File: src/rtl/cutoff_glide.sv
// rtl/cutoff_glide.sv - slews a filter cutoff coefficient toward a requested target once per audio tick.
// Optional target clamping to [K_MIN, K_MAX] is compiled in with CUTOFF_GLIDE_LIMIT_EN.
module cutoff_glide #(
   parameter logic [17:0] K_RESET = 18'h00800,
   parameter logic [17:0] K_MIN   = 18'h00040,
   parameter logic [17:0] K_MAX   = 18'h3F000
) (
   input  logic        clk_fast,
   input  logic        rst_b,
   input  logic        sample_tick,
   input  logic [17:0] target_k,
   input  logic        target_valid,
   output logic        target_ready,
   input  logic [11:0] step,
   output logic [17:0] k_fixed,
   output logic        k_update,
   output logic        at_target
);

   typedef enum logic {IDLE, GLIDE} state_t;

   state_t      state;
   logic [17:0] target;
   logic [17:0] eff_target;
   logic [17:0] next_target;
   logic [17:0] next_k;
   logic [18:0] step_w;
   logic [18:0] diff_up;
   logic [18:0] diff_down;

   assign target_ready = 1'b1;

`ifdef CUTOFF_GLIDE_LIMIT_EN
   always_comb begin
      eff_target = target_k;
      if (target_k < K_MIN)
         eff_target = K_MIN;
      else if (target_k > K_MAX)
         eff_target = K_MAX;
   end
`else
   logic unused_limits;
   assign unused_limits = ^{K_MIN, K_MAX};
   always_comb eff_target = target_k;
`endif

   // The step always uses the target latched before this edge; a new offer applies from the next tick.
   always_comb begin
      step_w    = {7'd0, step};
      diff_up   = {1'b0, target} - {1'b0, k_fixed};
      diff_down = {1'b0, k_fixed} - {1'b0, target};
      next_k    = k_fixed;
      if (state == GLIDE && sample_tick) begin
         if (target > k_fixed)
            next_k = (step == 12'd0 || diff_up <= step_w) ? target
                                                         : 18'({1'b0, k_fixed} + step_w);
         else if (target < k_fixed)
            next_k = (step == 12'd0 || diff_down <= step_w) ? target
                                                           : 18'({1'b0, k_fixed} - step_w);
      end
      next_target = target_valid ? eff_target : target;
   end

   always_ff @(posedge clk_fast or negedge rst_b) begin
      if (!rst_b) begin
         state    <= IDLE;
         k_fixed  <= K_RESET;
         target   <= K_RESET;
         k_update <= 1'b0;
      end else begin
         k_fixed  <= next_k;
         target   <= next_target;
         k_update <= (next_k != k_fixed);
         state    <= (next_target != next_k) ? GLIDE : IDLE;
      end
   end

   assign at_target = (state == IDLE) && (k_fixed == target);

endmodule
File: config.mk
export PLATFORM = sky130hd
export DESIGN_NAME = cutoff_glide
export DESIGN_NICKNAME = d
export VERILOG_FILES = /design/src/rtl/cutoff_glide.sv
export SDC_FILE = /design/constraint.sdc
export NUM_CORES = 1
export LEC_CHECK = 0
export BUFFER_PORTS_ARGS = -buffer_cell sky130_fd_sc_hd__buf_2
export CORE_AREA = 2 2 112 114
export CTS_BUF_LIST = sky130_fd_sc_hd__clkbuf_16
export DETAILED_ROUTE_END_ITERATION = 10
export DIE_AREA = 0 0 114 116
export PLACE_DENSITY_LB_ADDON = 0.15
export SYNTH_ARGS = -nofsm -noshare
export SYNTH_HDL_FRONTEND = slang
export SYNTH_SLANG_ARGS = --single-unit
File: constraint.sdc
create_clock -name clk_fast -period 7.6 [get_ports clk_fast]
set_input_delay 0.38 -clock clk_fast [delete_from_list [all_inputs] [get_ports clk_fast]]
set_output_delay 0.38 -clock clk_fast [all_outputs]
set_load 0.02 [all_outputs]
* Word-level counts from Yosys, hierarchy flattened
Index checks and enable logic that the tools add are counted.
** Word-level totals
- Flip-flop bits (word level) :: 38
- Input bits :: 34
- Output and inout bits :: 21
- Logic and storage cells :: 28
** Cells by class
- Add/sub/neg operators :: 4
- Order comparisons :: 4
- Equal/unequal tests :: 3
- Muxes and demuxes :: 7
- Bitwise gates (word level) :: 1
- Reductions and logical operators :: 5
** Operators with widths (count)
- 18-bit two-way mux :: 6
- 19-bit by 12-bit less-or-equal comparator with 1-bit output :: 2
- 18-bit by 18-bit subtractor with 19-bit output :: 2
- 18-bit != test :: 2
- 18-bit by 12-bit adder with 18-bit output :: 1
- 18-bit == test :: 1
- 18-bit > comparator :: 1
- 18-bit < comparator :: 1
- 18-bit by 12-bit subtractor with 18-bit output :: 1
- 12-bit zero test :: 1
- 1-bit logical AND :: 2
- 1-bit logical OR :: 2
- 1-bit two-way mux :: 1
- 1-bit NOT :: 1

* Longest topological paths before layout
- Word-level depth :: 9
- Depth in mapped cells :: 24
- Gate-level depth less buffers :: 23

* Least setup slack after synthesis
No wires, ideal clock.
- Path kind :: register to register
- From :: reg k_fixed[0]
- To :: reg state
- Setup time :: 0.140 ns
- Arrival :: 5.529 ns
- Data required time :: 7.460 ns
- Path slack :: 1.931 ns
- Stages on the path, launching flop included :: 24
- Path buffers :: 0
- Period minus slack after synthesis :: 5.669 ns
- Cell sequence :: dfrtp_1 inv_1 ha_1 inv_1 fa_1 a211oi_1 o21a_1 o21ai_0 nand3_1 nand2_1 xor2_1 ha_1 nand4_1 a211oi_1 or4_1 o221a_2 a2111oi_2 a31oi_2 mux2i_1 a2111o_1 xnor2_1 or4_1 nor4_1 nand4_1
** On the way
- Word-level cells in the longest chain between the ends :: 9
- Elaborated cells on any way between the ends :: 17
- Classes of those cells :: add/sub (4); order compare (4); eq/ne (1); mux (6); reduce/logical (2)
** Ends and longest elaborated chain
- start: declaration :: line 15 : output logic [17:0] k_fixed,
- start signal: assignment :: line 71 : k_fixed <= next_k;
- 18-bit by 18-bit subtractor with 19-bit output :: line 51 : diff_down = {1'b0, k_fixed} - {1'b0, target};
- 19-bit by 12-bit less-or-equal comparator with 1-bit output :: line 58 : next_k = (step == 12'd0 || diff_down <= step_w) ? target
- 1-bit logical OR :: line 58
- 18-bit two-way mux :: line 58
- 18-bit two-way mux :: line 57 : else if (target < k_fixed)
- 18-bit two-way mux :: line 54 : if (target > k_fixed)
- 18-bit two-way mux * :: line 53 : if (state == GLIDE && sample_tick) begin
- 18-bit != test * :: line 74 : state <= (next_target != next_k) ? GLIDE : IDLE;
- 1-bit two-way mux * :: line 74
- end signal: assignment :: line 74
- end: declaration :: line 22 : state_t state;
Mark *: on every way between the ends. The rest lies on a longest branch, timed or not.

* Worst setup path in the final report
- From :: reg k_fixed[0]
- To :: reg state
** On the way
- Word-level cells in the longest chain between the ends :: 9
- Elaborated cells on any way between the ends :: 17
- Classes of those cells :: add/sub (4); order compare (4); eq/ne (1); mux (6); reduce/logical (2)
** Ends and longest elaborated chain
- 18-bit by 18-bit subtractor with 19-bit output :: line 51
- 19-bit by 12-bit less-or-equal comparator with 1-bit output :: line 58
- 1-bit logical OR :: line 58
- 18-bit two-way mux :: line 58
- 18-bit two-way mux :: line 57
- 18-bit two-way mux * :: line 54
- 18-bit two-way mux * :: line 53
- net next_k[4] :: line 26 : logic [17:0] next_k;
- 18-bit != test * :: line 74
- 1-bit two-way mux * :: line 74
The timed path passes the listed nets; every way through them passes the cells marked *.

==> summary.txt <==
DRC errors left -> 0
Worst reg2reg setup slack -> 0.72 ns
Number of port buffers -> 53
Max-cap violations -> 0
Pwr dens -> 500 nW/um^2
Reg2Reg Launch Point -> k_fixed[0]
CP max FO -> 15
TritonCTS clock tree -> done
Ys async rst share -> 100%
Reg-to-reg critical path endpoint -> state
WL/cell -> 25.9 um
Clk Tree Root Cell -> clkbuf_16
Startpoint types -> register
CTS max path bufs -> 2
Gpl congestion -> 1.09
Hold Violations, Final -> 0
Routed Antenna Nets -> 0
CP bufs+invs -> 3
I/O pin total -> 55
Register area -> 953 sq um
WP data arrival -> 7.03 ns
First-pass GRT wire length -> 44500 um
Synth area leader -> ha_1
Initial DRC Count -> 1351
Routed wire length -> 29300 um
FP Rows -> 40
Htree depth -> 2
Setup violators final -> 0
Critical Path Slowest Stage Cell -> a2111oi_1
Drt first pass iters -> 6
Leak -> 3.54 nW
Post-synth EDFFs -> 0
Post-route clock period utilization -> 90.5%
Top post-synthesis cells by area -> ha_1 15%, dfrtp_1 13%, a21oi_1 4.9%
Final Max Slew Viols -> 0
Fillers -> 1114
Synth warnings -> 0
Worst EP required -> 7.75 ns
Critical path class -> reg2reg
CP endpoint kind -> register
Global Route Usage Sum -> 44.3%
Multi-input gate area -> 5680 sq um
CTS Sinks -> 38
Crit path to -> state
Prevailing post-synth register cell -> dfrtp_1
Pre-CTS WS -> 1.01 ns
FMAX -> 145 MHz
Design area -> 7590 sq um
Post-CTS sizing -> 0
Critical Path Stages -> 24
RSZ-0062 raised after global routing -> no
Vias in the first global route -> 7655
Max-slew headroom -> 27.4%
WHS -> 0.216 ns
Cts-stage hold buffer count -> 0
Crit path max-delay family -> compound AO/OA/AOI/OAI gates
Placed cell area -> 7450 sq um
Synth Register Bits -> 38
Starting Density -> 59.8%
Postcts setup bufs -> 0
Layout cells sized above 1 -> 10.2%
Setup_tns -> 0 ns
Die width -> 114 um
Post-synthesis average cell area -> 7.42 sq um
Skew-Pair Late Insertion Delay -> 0.29 ns
Post-synthesis net count -> 1082
List of most frequent post-synthesis cells -> 83 x ha_1, 77 x nand2_1, 71 x nor2_1, 70 x a21oi_1, 68 x inv_1
Largest net degree at the start of global routing -> 39
Crit. Startpoint -> k_fixed[0]
Most frequent cell after synthesis -> ha_1
Post-synth top area share -> 14.6%
Grt ovf -> 0
Post-DP HPWL -> 23200 um
Via count -> 8176
Reg2Reg Depth -> 24
Post-layout util -> 63.7%
CP max stage delay -> 0.66 ns
Die Ht -> 116 um
Sequential cell area fraction in the yosys report -> 13.4%
Area Overhead vs Synth -> 6.49%
CP cell instances -> inv_1, ha_1, inv_1, fa_1, a211oi_1, o21a_1, o21ai_0, nand3_1, nand2_1, xor2_1, ha_1, nand4_1, a211oi_1, or4_1, o221a_2, a2111oi_2, a31oi_2, buf_4, mux2i_1, and2_1, a2111oi_1, xor2_1, nor4_1, nand4_1
Core area -> 11900 sq um
Final setup margin -> 0.720 ns
Reg clk slew, reported paths -> 0.06 ns
Gate Count Post-Synth -> 961
Status -> finished, final reports clean
Initial antenna violation count -> 0
Tightest Pin Transition -> 1.08 ns
Clk_skew -> 0.00612 ns
Crit path time final -> 6.88 ns
Vias per cell -> 7.22
Max VDD drop -> 272 uV
Antenna Cells -> 0
Total die area -> 13200 sq um
Min-Delay Path Class -> in2async
Synth Cell Area -> 7130 sq um
Cts bufs inserted -> 5
Nets -> 1105
Synth unique cells -> 86
==> layout by cell type (no fill, tap or decap), types with 12 or more instances in the layout <==
cell / n
a21oi_1: 70
or3_1: 13
buf_4: 14
nand2_1: 77
mux2i_1: 31
xnor2_1: 38
o211ai_1: 12
o21ai_0: 60
a21o_1: 18
nand3_1: 27
xor2_1: 15
nor2_1: 71
o22ai_1: 16
ha_1: 83
nand4_1: 22
buf_2: 53
inv_1: 69
nor3_1: 21
o21a_1: 14
dfrtp_1: 36
==> worst reg2reg max path: cells and delay by family, from the launching register on <==
family	cells	cell delay (ns)
compound gates	8	2.62
xor+xnor	2	0.36
fa+ha+maj	3	1.00
buf+inv	3	0.59
flops	1	0.45
mux	1	0.16
simple gates	7	1.56
==> routing by layer <==
metal  global-route usage, %  vias to the layer above  wire length, um  share of wire, %
met2                    69.2                      665            12600                43
met4                    25.6                        0             2000               6.8
met3                    6.75                      150             3360                11
met1                    58.5                     3733            11400                39
li1                        -                     3628                -                 -
met5                       0                        -                0                 0
==> power by group <==
group	switching, mW	total, mW	internal [mW]
Sequential	0.131	0.392	0.262
Combinational	2.02	3.20	1.17
Clock	0.0888	0.209	0.120
==> area by class of cell <==
type,instances,share of cell area [%]
multi-input cells,802,74.8
flip-flops and latches,38,12.6
repair buffers,67,4.88
inverters,70,3.46
well taps,147,2.42
clock buffers,5,1.65
clock inverters,3,0.231
==> worst min path at each step <==
| stage | startpoint | endpoint | slack (ns) | cells past startpoint |
|---|---|---|---|---|
| after global placement | rst_b | k_fixed[12] | 0.53 | 1 |
| after CTS | rst_b | target[13] | 0.24 | 1 |
| after detailed placement | rst_b | k_fixed[12] | 0.55 | 1 |
| after global routing | rst_b | state | 0.29 | 1 |
| after floorplan | rst_b | k_fixed[0] | 0.08 | 0 |
| final | rst_b | target[13] | 0.22 | 1 |
==> cells by family (layout without fill, tap and decap cells) <==
kind of cell	Yosys count	in the layout	synth area share [%]
adder cells (fa/ha/maj)	87	87	15.7
AND/OR/NAND/NOR	302	302	21.0
flip-flops	38	38	13.4
buffers and inverters	121	145	7.06
other	1	1	0.0526
XOR/XNOR	53	53	6.51
multiplexers	34	34	4.83
AO/OA/AOI/OAI	325	325	31.5
==> per-stage QoR <==
stage               power, mW  std cells
floorplan                2.59        961
global placement         3.44       1124
detailed placement       3.43       1124
CTS                      3.66       1132
global route             4.02       1132
finish                   3.80       1132
==> sequential cells by signal, indices dropped and copies added, names as in the netlist <==
name / flops
k_fixed: 18
target: 18
state: 1
k_update: 1
No activity file was read; power rests on OpenSTA's default activity.
